`config.mk`:
```
export PLATFORM = sky130hd
export DESIGN_NAME = full_adder_32b
export DESIGN_NICKNAME = d
export VERILOG_FILES = /design/src/rtl/adder_pkg.sv /design/src/rtl/full_adder_1b.sv /design/src/rtl/full_adder_32b.sv
export SDC_FILE = /design/constraint.sdc
export NUM_CORES = 1
export LEC_CHECK = 0
export ABC_AREA = 1
export CORE_UTILIZATION = 47
export CTS_BUF_LIST = sky130_fd_sc_hd__clkbuf_16
export DETAILED_ROUTE_END_ITERATION = 12
export PLACE_DENSITY = 0.94
export SETUP_SLACK_MARGIN = 0.1
export SYNTH_ARGS = -nofsm -noshare
export SYNTH_HDL_FRONTEND = slang
export SYNTH_HIERARCHICAL = 1
export SYNTH_SLANG_ARGS = --single-unit
```
`constraint.sdc`:
```
create_clock -name clk -period 3.3 [get_ports clk]
set_input_delay 0.99 -clock clk [delete_from_list [all_inputs] [get_ports clk]]
set_output_delay 0.99 -clock clk [all_outputs]
set_load 0.1 [all_outputs]
```
`src/rtl/adder_pkg.sv`:
```
// Shared types and lookahead helper for the 32-bit adder datapath.
package adder_pkg;

  localparam int ADDER_GROUP_W = 4;

  typedef logic [31:0] word_t;

  // Carries out of each bit of a 4-bit group, all computed straight from g/p and the group carry-in.
  function automatic logic [3:0] cla4(input logic [3:0] g, input logic [3:0] p, input logic ci);
    logic [3:0] c;
    c[0] = g[0] | (p[0] & ci);
    c[1] = g[1] | (p[1] & g[0]) | (p[1] & p[0] & ci);
    c[2] = g[2] | (p[2] & g[1]) | (p[2] & p[1] & g[0]) | (p[2] & p[1] & p[0] & ci);
    c[3] = g[3] | (p[3] & g[2]) | (p[3] & p[2] & g[1]) | (p[3] & p[2] & p[1] & g[0])
         | (p[3] & p[2] & p[1] & p[0] & ci);
    return c;
  endfunction

endpackage

```
`src/rtl/full_adder_1b.sv`:
```
// Single-bit adder cell exposing generate/propagate for the group lookahead.
module full_adder_1b (
  input  logic a,
  input  logic b,
  input  logic cin,
  output logic s,
  output logic g,
  output logic p
);

  assign g = a & b;
  assign p = a ^ b;
  assign s = p ^ cin;

endmodule

```
`src/rtl/full_adder_32b.sv`:
```
// Registered unsigned adder: 4-bit lookahead groups rippled together, one-cycle latency.
module full_adder_32b
  import adder_pkg::*;
#(
  parameter int WIDTH = 32
) (
  input  logic             clk,
  input  logic             rst,
  input  logic [WIDTH-1:0] a,
  input  logic [WIDTH-1:0] b,
  output logic [WIDTH-1:0] sum,
  output logic             carry
);

  localparam int NGRP = WIDTH / ADDER_GROUP_W;

  logic [WIDTH-1:0] g_w, p_w, s_w, cin_w;
  logic             carry_d;
  logic [WIDTH-1:0] sum_d, sum_q;
  logic             carry_q;

  for (genvar i = 0; i < WIDTH; i++) begin : gen_bit
    full_adder_1b u_fa (
      .a  (a[i]),
      .b  (b[i]),
      .cin(cin_w[i]),
      .s  (s_w[i]),
      .g  (g_w[i]),
      .p  (p_w[i])
    );
  end

  for (genvar k = 0; k < NGRP; k++) begin : gen_grp
    logic       ci;
    logic [3:0] c;
    if (k == 0) begin : gen_first
      assign ci = 1'b0;
    end else begin : gen_rest
      assign ci = gen_grp[k-1].c[3];
    end
    assign c = cla4(g_w[k*4 +: 4], p_w[k*4 +: 4], ci);
    assign cin_w[k*4 +: 4] = {c[2:0], ci};
  end

  assign sum_d   = s_w;
  assign carry_d = gen_grp[NGRP-1].c[3];

  always_ff @(posedge clk or posedge rst) begin
    if (rst) begin
      sum_q   <= '0;
      carry_q <= 1'b0;
    end else begin
      sum_q   <= sum_d;
      carry_q <= carry_d;
    end
  end

  assign sum   = sum_q;
  assign carry = carry_q;

endmodule

```
==> flow_summary.toml, run 1 <==
[floorplanning]
fp.coreArea_mm2 = 0.00488
ports = 99
vertical_die_dimension_um = 74.3
dieWidth_um = 74.3
die-area_mm2 = 0.00552
start_util = 0.503
core.rowCount = 25

[synth]
largest_family_of_logic_cells_by_synthesized_area = "simple AND/OR/NAND/NOR gates"
synth_most_common_cell = "sky130_fd_sc_hd__nand2_1"
post_synth_and_or_nand_nor_area_fraction = 0.304
synth_compound_gate_area_share = 0.0627
synth.ff_latch_count = 33
mappedNetlistArea_mm2 = 0.00246
ys_top_cells_by_area = "sky130_fd_sc_hd__dfrtp_1 (34%), sky130_fd_sc_hd__nand2_1 (20%), sky130_fd_sc_hd__ha_1 (16%), sky130_fd_sc_hd__inv_1 (13%), sky130_fd_sc_hd__nand2_4 (3.7%)"
synth.distinct_cells = 18
synth-xor-area-share = 0
yosys-mux-area-fraction = 0
synth_top_cells_by_count = "sky130_fd_sc_hd__nand2_1 (128), sky130_fd_sc_hd__inv_1 (86), sky130_fd_sc_hd__dfrtp_1 (33)"
synth_largest_type_area_fraction = 0.336
synth_top_area_cell = "sky130_fd_sc_hd__dfrtp_1"
share_of_synthesized_flip_flops_with_an_asynchronous_set_or_reset = 1.00
synth_adder_area_share = 0.163
synth_enable_flop_cells = 0
syn-instance-count = 346
synth_ff_type = "sky130_fd_sc_hd__dfrtp_1"
synthesis.yosys.warnings = 6
synth_sequential_area_ratio = 0.336
syn-mean-instance-area_um2 = 7.10

[sta]
setup_repair_after_global_routing_missed_its_margin = "no"
post-route-period-util = 0.908
achievable-frequency_ghz = 0.334
final-max-slew-violation-count = 0
final-setup-viol-count = 0
setup-tns-final_ns = 0
min_period_ns = 3.00
hold_viol_final = 0
postLayoutSetupSlackWorst_ns = 0.303

[worst_setup_path]
critPathBufInv = 2
worst_path_most_repeated_cell = "sky130_fd_sc_hd__nand2_2"
worst_path_dominant_cell_family = "simple AND/OR/NAND/NOR gates"
cp_data_arrival_time_ns = 3.16
worstPathMaxFanout = 4
required_ns = 3.46
timing.critical_path.to_type = "flop"
crit_path_max_incr_delay_ns = 0.45
critPathLaunchType = "input port"
timing.critical_path.slowest_stage_cell = "sky130_fd_sc_hd__clkdlybuf4s50_1"
cp_cell_sequence = "clkdlybuf4s50_1 -> ha_4 -> nand2_1 -> nand2_2 -> nand2_2 -> nand2_4 -> nand2_2 -> nand2_2 -> nand2_2 -> nand2_4 -> nand2_2 -> nand2_4 -> nand2_4 -> nand2_4 -> nand2_2 -> nand2_4 -> nand2_2 -> nand2_2 -> nand2_1 -> nand2_1 -> inv_1 -> nand2_1 -> nand2_1"
worstSetupPathType = "input port to flop"

[cts]
h_tree_level_count = 2
cts_post_setup_buffers_inserted = 0
tritoncts_clock_tree = "done"
clock_sink_count = 33
clock_tree.root_cell = "sky130_fd_sc_hd__clkbuf_16"
path_clk_slew_ns = 0.05
tritoncts.num_buffers = 5
cts-root-to-sink-buffers = 2
hold_buffers = 0

[detailed_routing]
drt_iter0_drc = 54
top_signal_layer_used = "met4"
route.met3.wl_um = 314
routed-via-count = 2412
detail_route.vias_per_cell = 4.63
postRouteWirelength_um = 5640
avgRoutedWirePerCell_um = 10.8
final_antenna_net_count = 0
drt_pass1_iterations = 4
m1WireLength_um = 2070
drc = 0
met2_length_um = 3120

[finish]
final-seq-area_um2 = 826
nNetsFinal = 551
utilization_after_layout = 0.738
layout-area-overhead-vs-synth_pct = 46.6
multiInputGateArea_mm2 = 0.00132
antenna_cells = 0
final_cell_count_no_fill = 521
final_layout_size_suffix_gt1_frac = 0.137
fillers = 371

[placed_design]
preCtsSetupSlack_ns = 0.00745
dpl.cell_count = 513
gpl.final_weighted_congestion = 0.823
port_buffers = 98
dp_hpwl_um = 4730

[global_routing]
grt_start_max_net_pins = 34
via_count_of_the_first_global_routing_pass = 2371
grt_overflow_total = 0
grt_antenna_before_repair = 0
globalRouteTotalUtil = 0.217
grt_pass1_wl_um = 9070

[hold_path]
timing.hold.worst.class = "input port to asynchronous set/reset pin"

[power_and_ir_drop]
pwr_density_cell_mw_per_mm2 = 533
vdd_ir_drop_max_uv = 280
power_frac_clock = 0.227
p_switching_uw = 909
cell_internal_pwr_uw = 1010
power.static_leakage_uw = 0.00213
combinationalPowerShare = 0.519
seq_power_share = 0.255
netSwitchingFraction = 0.474

[status]
status = "complete, no violations"

[flow_run]
max_cap_violation_count = 0
==> final cells by class <==
cell class / instances / share of cell area
multi-input cells: 227 / 0.367
repair buffers: 99 / 0.252
flip-flops and latches: 33 / 0.229
inverters: 87 / 0.0907
clock buffers: 5 / 0.0348
well taps: 67 / 0.0233
clock inverters: 3 / 0.00348
==> layout by cell type, fill, tap and decap left out, drive strengths merged <==
| master | instances |
|---|---|
| nand2 | 147 |
| inv | 86 |
| clkdlybuf4s50 | 65 |
| buf | 34 |
| dfrtp | 33 |
| ha | 32 |
| nor2 | 13 |
| nand3 | 10 |
| a21o | 9 |
| a21oi | 8 |
| clkbuf | 5 |
| clkinv | 4 |
| o211a | 3 |
| conb | 2 |
| a21boi | 1 |
| nor3 | 1 |
| o21ai | 1 |
==> kinds of logic after synthesis <==
family	after synthesis
AND/OR/NAND/NOR	171
other	1
flip-flops	33
adder cells (fa/ha/maj)	32
buffers and inverters	87
AO/OA/AOI/OAI	22
==> metrics by stage <==
| step | hold WS, ns | instance area (um^2) | power, uW |
|---|---|---|---|
| 5_1_grt | 1.19 | 3600 | 2010 |
| 4_1_cts | 1.12 | 3590 | 1930 |
| 3_3_place_gp | 1.41 | 3450 | 1460 |
| 6_report | 1.11 | 3600 | 1920 |
| 2_1_floorplan | 1.12 | 2460 | 1230 |
| 3_5_place_dp | 1.41 | 3450 | 1490 |
==> registers in the layout, indices dropped and copies added, names as in the netlist <==
register and cells:
carry 1, sum 32
==> what timing repair did <==
| action | in CTS | in global routing |
|---|---|---|
| resized for setup | 0 | 1 |
| setup endpoints to repair | 0 | 1 |
| hold endpoints to repair | 0 | 0 |
==> final timing paths <==
path                       depth (start not counted)  start                 to  slack (ns)
max in group asynchronous                          3    rst  sum[27]$_DFF_PP0_        1.89
min in group clk                                   4  b[31]    carry$_DFF_PP0_        1.43
min                                                3    rst   sum[3]$_DFF_PP0_        1.11
max                                               23   a[1]  sum[27]$_DFF_PP0_        0.30
==> per-layer routing <==
metal / vias to the layer above / global-route usage
met3: 13 / 0.0515
met4: 0 / 0.103
met2: 71 / 0.439
li1: 1238 / -
met1: 1090 / 0.199
met5: - / 0
==> power by group through the flow <==
stage | logic [uW] | clock network (uW) | registers [uW]
4_1_cts | 996 | 442 | 489
6_report | 995 | 434 | 488
5_1_grt | 1060 | 457 | 494
2_1_floorplan | 252 | 0 | 982
3_5_place_dp | 993 | 0 | 496
3_3_place_gp | 967 | 0 | 494
==> worst min-delay path, stage by stage <==
cell                              delay (ns)
sky130_fd_sc_hd__clkdlybuf4s50_1        0.39
sky130_fd_sc_hd__inv_1                  0.05
sky130_fd_sc_hd__buf_4                  0.37
Note: power is estimated with default switching activity, not from simulation.
==> run 2: changes to the inputs <==
==> constraint.sdc (replaced) <==
create_clock -name clk -period 3.3 [get_ports clk]
set_input_delay 0.495 -clock clk [delete_from_list [all_inputs] [get_ports clk]]
set_output_delay 0.495 -clock clk [all_outputs]
set_load 0.1 [all_outputs]
==> run 2 against run 1 <==
Against the previous run:
- sequential share of layout area fell by 0.44 points
- worst hold slack got worse by 0.45 ns
- flip-flop and latch count did not move
- highest routed layer unchanged
==> flow_summary.toml, run 2 (same netlist as run 1, synthesis figures left out) <==
[status]
status = "complete, no violations"

[worst_setup_path]
cp_data_arrival_time_ns = 2.69
worstPathMaxFanout = 5
crit_path_max_incr_delay_ns = 0.42
worstSetupPathType = "input port to flop"
timing.critical_path.to_type = "flop"
required_ns = 3.46
cp_cell_sequence = "clkdlybuf4s50_1 -> ha_1 -> nand3_1 -> nor2_2 -> nand2_2 -> nand2_2 -> nand2_2 -> nand2_4 -> nand2_2 -> nand2_4 -> nand2_4 -> nand2_4 -> nand2_2 -> nand2_4 -> nand2_2 -> nand2_2 -> nand2_1 -> nand2_1 -> inv_1 -> nand2_1 -> nand2_1"
critPathLaunchType = "input port"
timing.critical_path.slowest_stage_cell = "sky130_fd_sc_hd__clkdlybuf4s50_1"
worstSetupStartpoint = "a[6]"
worst_path_most_repeated_cell = "sky130_fd_sc_hd__nand2_2"

[power_and_ir_drop]
pwr_density_cell_mw_per_mm2 = 529
vdd_ir_drop_max_uv = 229
power.static_leakage_uw = 0.00210

[flow_run]
max_cap_violation_count = 0

[detailed_routing]
drt_pass1_iterations = 4
final_antenna_net_count = 0
avgRoutedWirePerCell_um = 11.3
drt_iter0_drc = 60
routed-via-count = 2430
postRouteWirelength_um = 5880
detail_route.vias_per_cell = 4.66
drc = 0

[sta]
max_slew_margin = 0.330
worst-slew-pin-transition_ns = 1.00
setup-tns-final_ns = 0
setup_repair_after_global_routing_missed_its_margin = "no"
hold_viol_final = 0
post-route-period-util = 0.766
min_period_ns = 2.53
final-max-slew-violation-count = 0
achievable-frequency_ghz = 0.396
postLayoutSetupSlackWorst_ns = 0.773
final-setup-viol-count = 0

[floorplanning]
vertical_die_dimension_um = 74.3
ports = 99
die-area_mm2 = 0.00552
core.rowCount = 25
dieWidth_um = 74.3
fp.coreArea_mm2 = 0.00488
start_util = 0.503

[global_routing]
grt_start_max_net_pins = 18
grt_overflow_total = 0
grt_pass1_wl_um = 9450
via_count_of_the_first_global_routing_pass = 2394
globalRouteTotalUtil = 0.226
grt_antenna_before_repair = 0

[finish]
fillers = 387
final_cell_count_no_fill = 521
antenna_cells = 0
largest_register_ff_count = 32
nNetsFinal = 551
final_area_mm2 = 0.00367
final_layout_size_suffix_gt1_frac = 0.0617
layout.cells.most_common = "sky130_fd_sc_hd__nand2_1"
layout-area-overhead-vs-synth_pct = 49.4
layout_common_cells = "sky130_fd_sc_hd__nand2_1 (128), sky130_fd_sc_hd__clkdlybuf4s50_1 (98), sky130_fd_sc_hd__inv_1 (86), sky130_fd_sc_hd__dfrtp_1 (33), sky130_fd_sc_hd__ha_1 (32)"

[placed_design]
detailed_place.area_mm2 = 0.00353
gpl.final_weighted_congestion = 0.800
port_buffers = 98
preCtsSetupSlack_ns = 0.520
dp_hpwl_um = 4840
dpl.cell_count = 513

[cts]
cts-root-to-sink-buffers = 2
cts_post_setup_buffers_inserted = 0
tritoncts.num_buffers = 5
hold_buffers = 0
tritoncts_clock_tree = "done"
path_clk_slew_ns = 0.05
clock_tree.root_cell = "sky130_fd_sc_hd__clkbuf_16"
ctsResizeCount = 0
h_tree_level_count = 2
clock_sink_count = 33

[hold_path]
timing.hold.worst.class = "input port to asynchronous set/reset pin"
==> run 2: final cells by class <==
type,count,area (um^2),area share
Clock inverter,3,12.5,0.00341
Tap cell,67,83.8,0.0228
Sequential cell,33,826,0.225
Timing Repair Buffer,99,988,0.269
Inverter,87,327,0.0890
Clock buffer,5,125,0.0341
Multi-Input combinational cell,227,1310,0.356
==> run 2: worst max-delay path by stage <==
stage                                   end  cells past startpoint  slack, ns
final                     sum[27]$_DFF_PP0_                     21       0.77
after floorplan           sum[29]$_DFF_PP0_                     22       1.16
after global routing      sum[27]$_DFF_PP0_                     21       0.55
after detailed placement  sum[29]$_DFF_PP0_                     21       0.52
after CTS                 sum[29]$_DFF_PP0_                     21       0.77
after global placement    sum[29]$_DFF_PP0_                     23       0.65
==> run 2: metal layers <==
| metal | vias to the layer above | track usage | share of wire | routed length (um) |
|---|---|---|---|---|
| li1 | 1239 | - | - | - |
| met1 | 1093 | 0.216 | 0.36 | 2090 |
| met2 | 82 | 0.451 | 0.55 | 3260 |
| met3 | 16 | 0.0501 | 0.062 | 367 |
| met4 | 0 | 0.105 | 0.028 | 162 |
| met5 | - | 0 | 0 | 0 |
==> run 2: power breakdown <==
group	total [uW]	switching, uW	internal (uW)
Combinational	1020	730	289
Clock	432	160	272
Sequential	489	18.9	470
Total	1940	909	1030
==> run 2: stage by stage <==
step           hold slack [ns]  total power, uW  utilization
3_5_place_dp             0.979             1510        0.724
2_1_floorplan            0.624             1230            -
6_report                 0.664             1940        0.752
4_1_cts                  0.687             1950        0.752
3_3_place_gp             0.934             1480        0.724
5_1_grt                  0.717             2030        0.752
==> run 2: worst max-delay path: cells and delay by family <==
| family | cells | cell delay [ns] |
|---|---|---|
| adder cells (fa/ha/maj) | 1 | 0.39 |
| buffers and inverters | 2 | 0.46 |
| AND/OR/NAND/NOR | 18 | 1.34 |
